**src/rtl/mac_pipe_sat_if.sv**
```systemverilog
// Operand/result bundle for mac_pipe_sat: valid-qualified operand stream in,
// accumulator value with per-sample valid and overflow flags out.
interface mac_pipe_sat_if #(
    parameter int IN_W  = 14,
    parameter int ACC_W = 28
);
    logic signed [IN_W-1:0]  a;
    logic signed [IN_W-1:0]  b;
    logic                    valid_in;
    logic                    clear_in;
    logic signed [ACC_W-1:0] f;
    logic                    valid_out;
    logic                    ovf_out;

    modport master (
        output a, b, valid_in, clear_in,
        input  f, valid_out, ovf_out
    );

    modport slave (
        input  a, b, valid_in, clear_in,
        output f, valid_out, ovf_out
    );
endinterface

```
**src/rtl/mac_pipe_sat.sv**
```systemverilog
// Pipelined signed multiply-accumulate with per-result overflow flag and clear.
// Build option MAC_SAT_EN: saturate on overflow; undefined wraps (two's complement).
module mac_pipe_sat #(
    parameter int IN_W        = 14,
    parameter int ACC_W       = 28,
    parameter int PIPE_STAGES = 3
) (
    input  logic          clk,
    input  logic          reset,
    mac_pipe_sat_if.slave bus
);
    localparam int PROD_W = 2 * IN_W;
    localparam int LAST   = PIPE_STAGES - 1;

    if (ACC_W < 2 * IN_W) begin : g_bad_acc_w
        $error("mac_pipe_sat: ACC_W must be >= 2*IN_W");
    end
    if (PIPE_STAGES < 1 || PIPE_STAGES > 8) begin : g_bad_pipe
        $error("mac_pipe_sat: PIPE_STAGES must be in 1..8");
    end

    logic signed [IN_W-1:0]   a_r, b_r;
    logic                     vld_r, clr_r;
    logic signed [PROD_W-1:0] prod_d;
    logic signed [PROD_W-1:0] prod_q [PIPE_STAGES];
    logic [PIPE_STAGES-1:0]   vld_q, clr_q;

    logic signed [ACC_W-1:0]  f_q, f_d;
    logic                     vout_q, vout_d;
    logic                     ovf_q, ovf_d;
    logic signed [ACC_W:0]    f_ext, p_ext, s;
    logic                     s_ovf;
    logic signed [ACC_W-1:0]  s_fit;

    // Operands are zeroed on bubbles so undefined a/b never enter the product path.
    always_ff @(posedge clk or posedge reset) begin
        if (reset) begin
            a_r   <= '0;
            b_r   <= '0;
            vld_r <= 1'b0;
            clr_r <= 1'b0;
        end else begin
            // NOTE: non-blocking assignments so every stage samples the previous stage's old value.
            a_r   <= bus.valid_in ? bus.a : '0;
            b_r   <= bus.valid_in ? bus.b : '0;
            vld_r <= bus.valid_in;
            clr_r <= bus.clear_in;
        end
    end

    assign prod_d = PROD_W'(a_r) * PROD_W'(b_r);

    always_ff @(posedge clk or posedge reset) begin
        if (reset) begin
            // NOTE: the product array is reset too, so a reset mid-stream flushes every in-flight sample.
            for (int i = 0; i < PIPE_STAGES; i++) begin
                prod_q[i] <= '0;
            end
            vld_q <= '0;
            clr_q <= '0;
        end else begin
            prod_q[0] <= prod_d;
            vld_q[0]  <= vld_r;
            clr_q[0]  <= clr_r;
            for (int i = 1; i < PIPE_STAGES; i++) begin
                prod_q[i] <= prod_q[i-1];
                vld_q[i]  <= vld_q[i-1];
                clr_q[i]  <= clr_q[i-1];
            end
        end
    end

    // One guard bit above the accumulator exposes overflow as a sign disagreement.
    always_comb begin
        // NOTE: defaults first so no path through this block can infer a latch.
        f_d    = f_q;
        vout_d = 1'b0;
        ovf_d  = 1'b0;
        f_ext  = (ACC_W+1)'(f_q);
        p_ext  = (ACC_W+1)'(prod_q[LAST]);
        s      = f_ext + p_ext;
        s_ovf  = s[ACC_W] ^ s[ACC_W-1];
`ifdef MAC_SAT_EN
        if (s_ovf) begin
            s_fit = s[ACC_W] ? {1'b1, {(ACC_W-1){1'b0}}} : {1'b0, {(ACC_W-1){1'b1}}};
        end else begin
            s_fit = s[ACC_W-1:0];
        end
`else
        s_fit = s[ACC_W-1:0];
`endif
        if (vld_q[LAST]) begin
            vout_d = 1'b1;
            if (clr_q[LAST]) begin
                f_d = p_ext[ACC_W-1:0];
            end else begin
                f_d   = s_fit;
                ovf_d = s_ovf;
            end
        end else if (clr_q[LAST]) begin
            f_d = '0;
        end
    end

    always_ff @(posedge clk or posedge reset) begin
        if (reset) begin
            f_q    <= '0;
            vout_q <= 1'b0;
            ovf_q  <= 1'b0;
        end else begin
            f_q    <= f_d;
            vout_q <= vout_d;
            ovf_q  <= ovf_d;
        end
    end

    assign bus.f         = f_q;
    assign bus.valid_out = vout_q;
    assign bus.ovf_out   = ovf_q;
endmodule
```
**src/flat_wrapper.sv**
```systemverilog
// flat-port wrapper written by rule: the top's interface ports become plain ports
module mac_pipe_sat_flat 
#(
    parameter int IN_W        = 14,
    parameter int ACC_W       = 28,
    parameter int PIPE_STAGES = 3
)
  (clk, reset, bus_a, bus_b, bus_valid_in, bus_clear_in, bus_f, bus_valid_out, bus_ovf_out);
  mac_pipe_sat_if #(.IN_W(IN_W), .ACC_W(ACC_W)) bus_i ();
  input  logic clk;
  input  logic reset;
  input wire logic [$bits(bus_i.a)-1:0] bus_a;
  input wire logic [$bits(bus_i.b)-1:0] bus_b;
  input wire logic [$bits(bus_i.valid_in)-1:0] bus_valid_in;
  input wire logic [$bits(bus_i.clear_in)-1:0] bus_clear_in;
  output wire logic [$bits(bus_i.f)-1:0] bus_f;
  output wire logic [$bits(bus_i.valid_out)-1:0] bus_valid_out;
  output wire logic [$bits(bus_i.ovf_out)-1:0] bus_ovf_out;
  assign bus_i.a = bus_a;
  assign bus_i.b = bus_b;
  assign bus_i.valid_in = bus_valid_in;
  assign bus_i.clear_in = bus_clear_in;
  assign bus_f = bus_i.f;
  assign bus_valid_out = bus_i.valid_out;
  assign bus_ovf_out = bus_i.ovf_out;
  mac_pipe_sat #(.IN_W(IN_W), .ACC_W(ACC_W), .PIPE_STAGES(PIPE_STAGES)) u_core (.clk(clk), .reset(reset), .bus(bus_i));
endmodule
```
**config.mk**
```make
export PLATFORM = sky130hd
export DESIGN_NAME = mac_pipe_sat_flat
export DESIGN_NICKNAME = d
export VERILOG_FILES = /design/src/rtl/mac_pipe_sat_if.sv /design/src/rtl/mac_pipe_sat.sv /design/src/flat_wrapper.sv
export SDC_FILE = /design/constraint.sdc
export NUM_CORES = 1
export LEC_CHECK = 0
export ABC_AREA = 1
export CAP_MARGIN = 30
export CORE_MARGIN = 10
export CORE_UTILIZATION = 50
export DETAILED_ROUTE_END_ITERATION = 10
export PLACE_DENSITY = 0.68
export SLEW_MARGIN = 20
export SYNTH_ARGS = -nofsm -noshare
export SYNTH_HDL_FRONTEND = slang
export SYNTH_SLANG_ARGS = --single-unit
export TNS_END_PERCENT = 10
```
**constraint.sdc**
```tcl
create_clock -name clk -period 6.4 [get_ports clk]
set_clock_uncertainty 0.2 [all_clocks]
set_input_delay 1.28 -clock clk [delete_from_list [all_inputs] [get_ports clk]]
set_output_delay 1.28 -clock clk [all_outputs]
set_load 0.01 [all_outputs]
```
==> flow_summary_export.csv, run 1 <==
group,metric,value,unit
die,die_area,0.0369,mm2
critical_path,critPathMaxStageDelay,630,ps
grt,grt_usage,19.3,%
critical_path,critPathLaunch,"u_core.b_r[5]",
place,dpl.cell_count,2272,
place,portBuffers,61,
cts,clk_latency,440,ps
critical_path,critical_path_required,6570,ps
cts,clkSlewWorstSetupHoldPaths,70,ps
sta,relSlewSlack,40.5,%
run_status,status,"completed",
die,start_util,51.2,%
route,drt_first_iter_violations,805,
place,finalWeightedCongestion,0.923,
logic_synthesis,synthFlopType,"dfrtp_1",
logic_synthesis,synth_seq_area_share,25.3,%
grt,grt_max_degree,107,
critical_path,ff2ff_path_depth,21,
critical_path,timing.rr.start,"u_core.b_r[5]",
logic_synthesis,synth_nets,2181,
layout,final_area,0.0165,mm2
place,dp_slack,108,ps
place,detailed_place_hpwl,27700,um
sta,worst_pin_slew,892,ps
grt,antenna_found_initial,0,
cts,cts-root-buf,"clkbuf_16",
layout,fin_nets,2232,
sta,grt_setup_unrepaired,"no",
layout,stdcell_count,2306,
route,firstDrtPassIters,6,
cts,numCtsBuffers,17,
die,core_area,0.0289,mm2
logic_synthesis,synth-async-reset-ratio,100,%
layout,drive_gt1_share,4.84,%
cts,clock-sinks,150,
min_path,hold_depth,0,
route,ant_nets,0,
critical_path,slowest_stage,"fa_1",
die,placement_rows,62,
sta,final_max_slew_viol_count,0,
power,leakage,9.69,nW
route,routed-via-count,11200,
route,viasPerCell,4.88,
sta,fin_ws,378,ps
logic_synthesis,synth_area,0.0148,mm2
power,power.density,326,mW/mm2
logic_synthesis,synth_area_leaders,"fa_1, dfrtp_1, nand2_1, inv_1, ha_1",
sta,min_period_over_period,94.1,%
critical_path,worst_setup_path_start_kind,"flip-flop",
grt,grt.overflow.total,0,
critical_path,worst-path-max-fanout,14,
logic_synthesis,ys_seq_elements,150,
logic_synthesis,synth_cells,1858,
die,ios,62,
sta,min_period,6020,ps
route,wl_per_cell,14.8,um
die,fp.dieH,192,um
cts,cts_tree,"yes",
logic_synthesis,synth_top_cell_by_area,"fa_1",
critical_path,end_kind,"flip-flop",
critical_path,crit_chain,"nand2_2, inv_1, fa_1, inv_1, fa_1, inv_1, fa_1, inv_1, fa_1, fa_1, inv_1, fa_1, ha_1, inv_1, nor3_2, nand2_1, nor4_1, nand2_1, nand3_1, nand2_1, nand2_1",
grt,grt_pass1_wl,57400,um
job,cap_violations,0,
sta,timing.setup.tns,0,ps
die,fp.dieW,192,um
critical_path,r2r_slack,380,ps
logic_synthesis,ys_types,38,
power,vdd_drop_max,0.000206,V
logic_synthesis,synth_top_area_share,26.5,%
critical_path,crit_type,"flip-flop to flip-flop",
route,drcViolationCount,0,
critical_path,r2r-end,"u_core.prod_q[82]",
critical_path,crit_path_end,"u_core.prod_q[82]",
cts,htreeDepth,4,
sta,final_hold_viol_count,0,
sta,setup_violations,0,
place,dpl_cell_area,0.0158,mm2
sta,max_freq,0.166,GHz
route,wirelength,34200,um
logic_synthesis,synth.avg_cell_area,7.97,um2
grt,grt_pass1_vias,11900,
logic_synthesis,synth-edff-count,0,
critical_path,worst_ep_arrival_time,6190,ps
logic_synthesis,synth_warnings,0,
min_path,hp-class,"flip-flop to flip-flop",
layout,syn2layout_area_growth,11.3,%
cts,clock_path_buffers,2,
layout,diodes,0,
==> per-stage QoR <==
stage / power, mW / utilization (%) / hold WS, ps
final: 5.38 / 57.0 / 143
after global routing: 5.93 / 57.0 / 147
after CTS: 5.40 / 56.8 / 140
after detailed placement: 4.35 / 54.7 / 135
after floorplan: 3.57 / - / 131
after global placement: 4.29 / 54.7 / 132
==> cell usage in the layout (no fill, tap or decap), types with 30 or more instances in the layout <==
cell type,n
nand2_1,529
inv_1,489
fa_1,196
dfrtp_1,146
ha_1,95
nor2_1,93
clkdlybuf4s50_1,61
nand3_1,56
a21oi_1,47
o21ai_0,30
==> worst max-delay path, delay by kind of cell, from the launching register on <==
kind	cells	cell delay (ps)
adder cells (fa/ha/maj)	7	3530
AND/OR/NAND/NOR	8	1180
buffers and inverters	6	490
flip-flops	1	550
==> where the power goes <==
group          switching, mW  internal, mW
logic                   1.79          1.12
clock network          0.494         0.530
registers              0.206          1.25
==> kinds of logic (layout without fill, tap and decap cells) <==
group,after synthesis,in the layout,synth area share (%)
xor+xnor,33,33,1.95
simple gates,749,749,20.9
compound gates,101,101,3.80
flops,150,150,25.3
buf+inv,534,598,13.5
fa+ha+maj,291,291,34.5
==> timing repair <==
action	4_1_cts	5_1_grt
hold endpoints to repair	0	0
buffers inserted	0	0
endpoints found under the setup margin	0	3
hold buffers	0	0
gates resized for setup	0	6
==> state kept, by name, summed over array words and instances, names as in the netlist <==
register	flops
u_core.prod_q	56
u_core.bus.ovf_out	1
u_core.clr_r	1
u_core.b_r	14
u_core.vld_q	3
u_core.vld_r	1
u_core.p_ext	28
u_core.a_r	14
u_core.clr_q	3
u_core.bus.f	28
u_core.bus.valid_out	1
==> Yosys cell counts (16+ instances only) <==
cell,count
inv_1,490
clkbuf_1,41
dfrtp_1,150
nand3_1,56
a21oi_1,47
nand2_1,530
xor2_1,19
fa_1,196
nand4_1,16
ha_1,95
o21ai_0,30
nor2_1,93
==> worst min-delay path by stage <==
stage          slack (ps)         startpoint                 to
6_report              140  u_core.prod_q[49]   u_core.p_ext[21]
5_1_grt               150  u_core.prod_q[66]  u_core.prod_q[38]
4_1_cts               140  u_core.prod_q[49]   u_core.p_ext[21]
3_5_place_dp          130       u_core.clr_r    u_core.clr_q[0]
3_3_place_gp          130  u_core.prod_q[47]   u_core.p_ext[19]
2_1_floorplan         130       u_core.clr_r    u_core.clr_q[0]
==> layer usage <==
| metal | GRT usage (%) | up-vias | part of all wire (%) |
|---|---|---|---|
| met5 | 0 | - | 0 |
| met4 | 7.96 | 0 | 3.6 |
| met3 | 2.77 | 83 | 4.2 |
| met2 | 33.7 | 286 | 48 |
| met1 | 23.6 | 5377 | 44 |
| li1 | - | 5499 | - |
==> final cells by class <==
cell class	count	area (um2)
fill	2611	12400
multi-input combinational	1174	9060
sequential	150	3760
inverter	493	1860
timing repair buffer	73	728
tap	384	480
clock buffer	17	425
clock inverter	15	180
Power figures use the tool's default switching activity.
==> run 2: changes to the inputs <==
--- a/config.mk
+++ b/config.mk
@@ -8,9 +8,10 @@
 export ABC_AREA = 1
 export CAP_MARGIN = 30
 export CORE_MARGIN = 10
-export CORE_UTILIZATION = 50
+export CORE_UTILIZATION = 60
 export DETAILED_ROUTE_END_ITERATION = 10
-export PLACE_DENSITY = 0.68
+export HOLD_SLACK_MARGIN = 0.08
+export PLACE_DENSITY = 0.79
 export SLEW_MARGIN = 20
 export SYNTH_ARGS = -nofsm -noshare
 export SYNTH_HDL_FRONTEND = slang
==> run 2 against run 1 <==
Against the previous run:
- first-iteration DRC count increased by 13%
- largest cell class unchanged
- critical path type unchanged
- critical endpoint unchanged
- sequential share of layout area increased by 0.20 points
- die area decreased by 15%
- register-to-register slack got worse by 40 ps
==> flow_summary_export.csv, run 2 (synthesized netlist as in run 1, its figures left out) <==
group,metric,value,unit
critical_path,critical_path_required,6570,ps
grt,grt_pass1_wl,57400,um
critical_path,r2r-end,"u_core.prod_q[82]",
place,finalWeightedCongestion,0.984,
critical_path,crit_type,"flip-flop to flip-flop",
power,p_seq_share,27.2,%
layout,layout_common_cells,"nand2_1, inv_1, fa_1",
die,placement_rows,57,
cts,postCtsHoldBufs,0,
die,die_area,0.0314,mm2
place,portBuffers,61,
place,dpl_cell_area,0.0157,mm2
grt,grt.overflow.total,0,
layout,largest_register_ffs,56,
layout,diodes,0,
cts,clk_latency,440,ps
cts,clock-sinks,150,
layout,fin_nets,2230,
cts,cts_resized,0,
power,power.density,326,mW/mm2
sta,max_freq,0.165,GHz
critical_path,crit_chain,"nand2_1, inv_1, fa_1, inv_1, fa_1, inv_1, fa_1, inv_1, fa_1, fa_1, inv_1, fa_1, ha_1, inv_1, nor3_2, nand2_1, nor4_1, nand2_1, nand3_1, nand2_1, nand2_1",
critical_path,r2r_slack,340,ps
place,detailed_place_hpwl,27600,um
power,p_total,5.33,mW
die,start_util,60.9,%
sta,relSlewSlack,38.9,%
cts,cts-root-buf,"clkbuf_16",
grt,grt_usage,22.8,%
grt,antenna_found_initial,0,
die,core_area,0.0243,mm2
critical_path,worst-path-max-fanout,14,
critical_path,end_kind,"flip-flop",
min_path,hp-start,"u_core.prod_q[33]",
layout,fillers,2002,
route,firstDrtPassIters,6,
critical_path,critPathMaxStageDelay,640,ps
job,cap_violations,0,
sta,min_period,6060,ps
min_path,hold_end,"u_core.p_ext[5]",
cts,clkSlewWorstSetupHoldPaths,80,ps
die,fp.dieH,177,um
route,ant_nets,0,
route,drcViolationCount,0,
power,vdd_drop_max,0.000198,V
sta,timing.setup.tns,0,ps
die,ios,62,
route,routed-via-count,11500,
power,power_frac_clock,18.1,%
critical_path,worst_ep_arrival_time,6230,ps
power,switching_share,46.1,%
route,viasPerCell,5.14,
layout,final-seq-area,0.00376,mm2
route,drt_first_iter_violations,912,
sta,min_period_over_period,94.7,%
power,p_int,2.88,mW
layout,final_common_cell,"nand2_1",
sta,final_hold_viol_count,0,
sta,grt_setup_unrepaired,"no",
cts,htreeDepth,4,
cts,post_cts_buffers,0,
run_status,status,"completed",
sta,worst_pin_slew,916,ps
critical_path,worst_setup_path_start_kind,"flip-flop",
sta,final_max_slew_viol_count,0,
route,wirelength,34000,um
die,fp.dieW,177,um
layout,final_area,0.0164,mm2
cts,clock_path_buffers,2,
critical_path,ff2ff_path_depth,21,
layout,top_register,"u_core.prod_q",
sta,setup_violations,0,
layout,drive_gt1_share,4.74,%
min_path,hold_depth,0,
critical_path,timing.rr.start,"u_core.b_r[5]",
grt,grt_max_degree,113,
route,wl_per_cell,15.1,um
critical_path,slowest_stage,"fa_1",
power,p_switching,2.46,mW
grt,grt_pass1_vias,12100,
cts,cts_tree,"yes",
layout,multi_input_area,0.00906,mm2
min_path,hp-class,"flip-flop to flip-flop",
layout,syn2layout_area_growth,10.4,%
power,comb_power_share,54.6,%
power,leakage,9.65,nW
cts,numCtsBuffers,17,
run 2: cell types whose count changed in the layout (fill, tap and decap cells not counted), sizes merged:
cell	before	now
clkinvlp	1	2
buf	12	10
clkinv	8	7
inv	499	498
clkbuf	17	18
run 2: power by group through the flow:
stage | clock (mW) | sequential (mW) | combinational, mW
final | 0.968 | 1.45 | 2.91
after global routing | 1.03 | 1.48 | 3.34
after CTS | 0.989 | 1.45 | 2.90
after detailed placement | 0 | 1.46 | 2.89
after global placement | 0 | 1.45 | 2.82
after floorplan | 0 | 1.41 | 2.15
run 2: how the worst max path moves through the flow:
stage                         from           endpoint  slack, ps  cells after the start
floorplan           u_core.a_r[13]  u_core.prod_q[81]        770                     21
global placement     u_core.b_r[5]  u_core.prod_q[82]        230                     20
detailed placement   u_core.b_r[5]  u_core.prod_q[82]        170                     21
CTS                  u_core.b_r[5]  u_core.prod_q[82]        120                     21
global route         u_core.b_r[5]  u_core.prod_q[82]         20                     21
finish               u_core.b_r[5]  u_core.prod_q[82]        340                     21
run 2: layout make-up:
type                            count  share of cell area, %
Inverter                          493                   11.3
Timing Repair Buffer               71                   4.31
Tap cell                          324                   2.48
Clock buffer                       18                   2.62
Sequential cell                   150                   23.0
Clock inverter                     14                  0.834
Multi-Input combinational cell   1174                   55.4
run 2: per-layer routing:
metal	share of wire [%]	up-vias	track usage, %
met5	0	-	0
li1	-	5502	-
met3	6.0	101	3.11
met2	50	419	40.0
met4	4.0	0	10.1
met1	40	5514	27.2
run 2: stage by stage:
step	setup slack (ps)	std cells	hold WS, ps	util, %
2_1_floorplan	766	1858	131	-
3_3_place_gp	232	2211	132	64.8
3_5_place_dp	170	2211	135	64.8
4_1_cts	122	2243	146	67.1
5_1_grt	18.1	2244	148	67.2
6_report	340	2244	145	67.2
run 2: critical path, delay by kind of cell, from the launching register on:
family | cells | cell delay, ps
AND/OR/NAND/NOR | 8 | 1150
adder cells (fa/ha/maj) | 7 | 3570
flip-flops | 1 | 530
buffers and inverters | 6 | 540
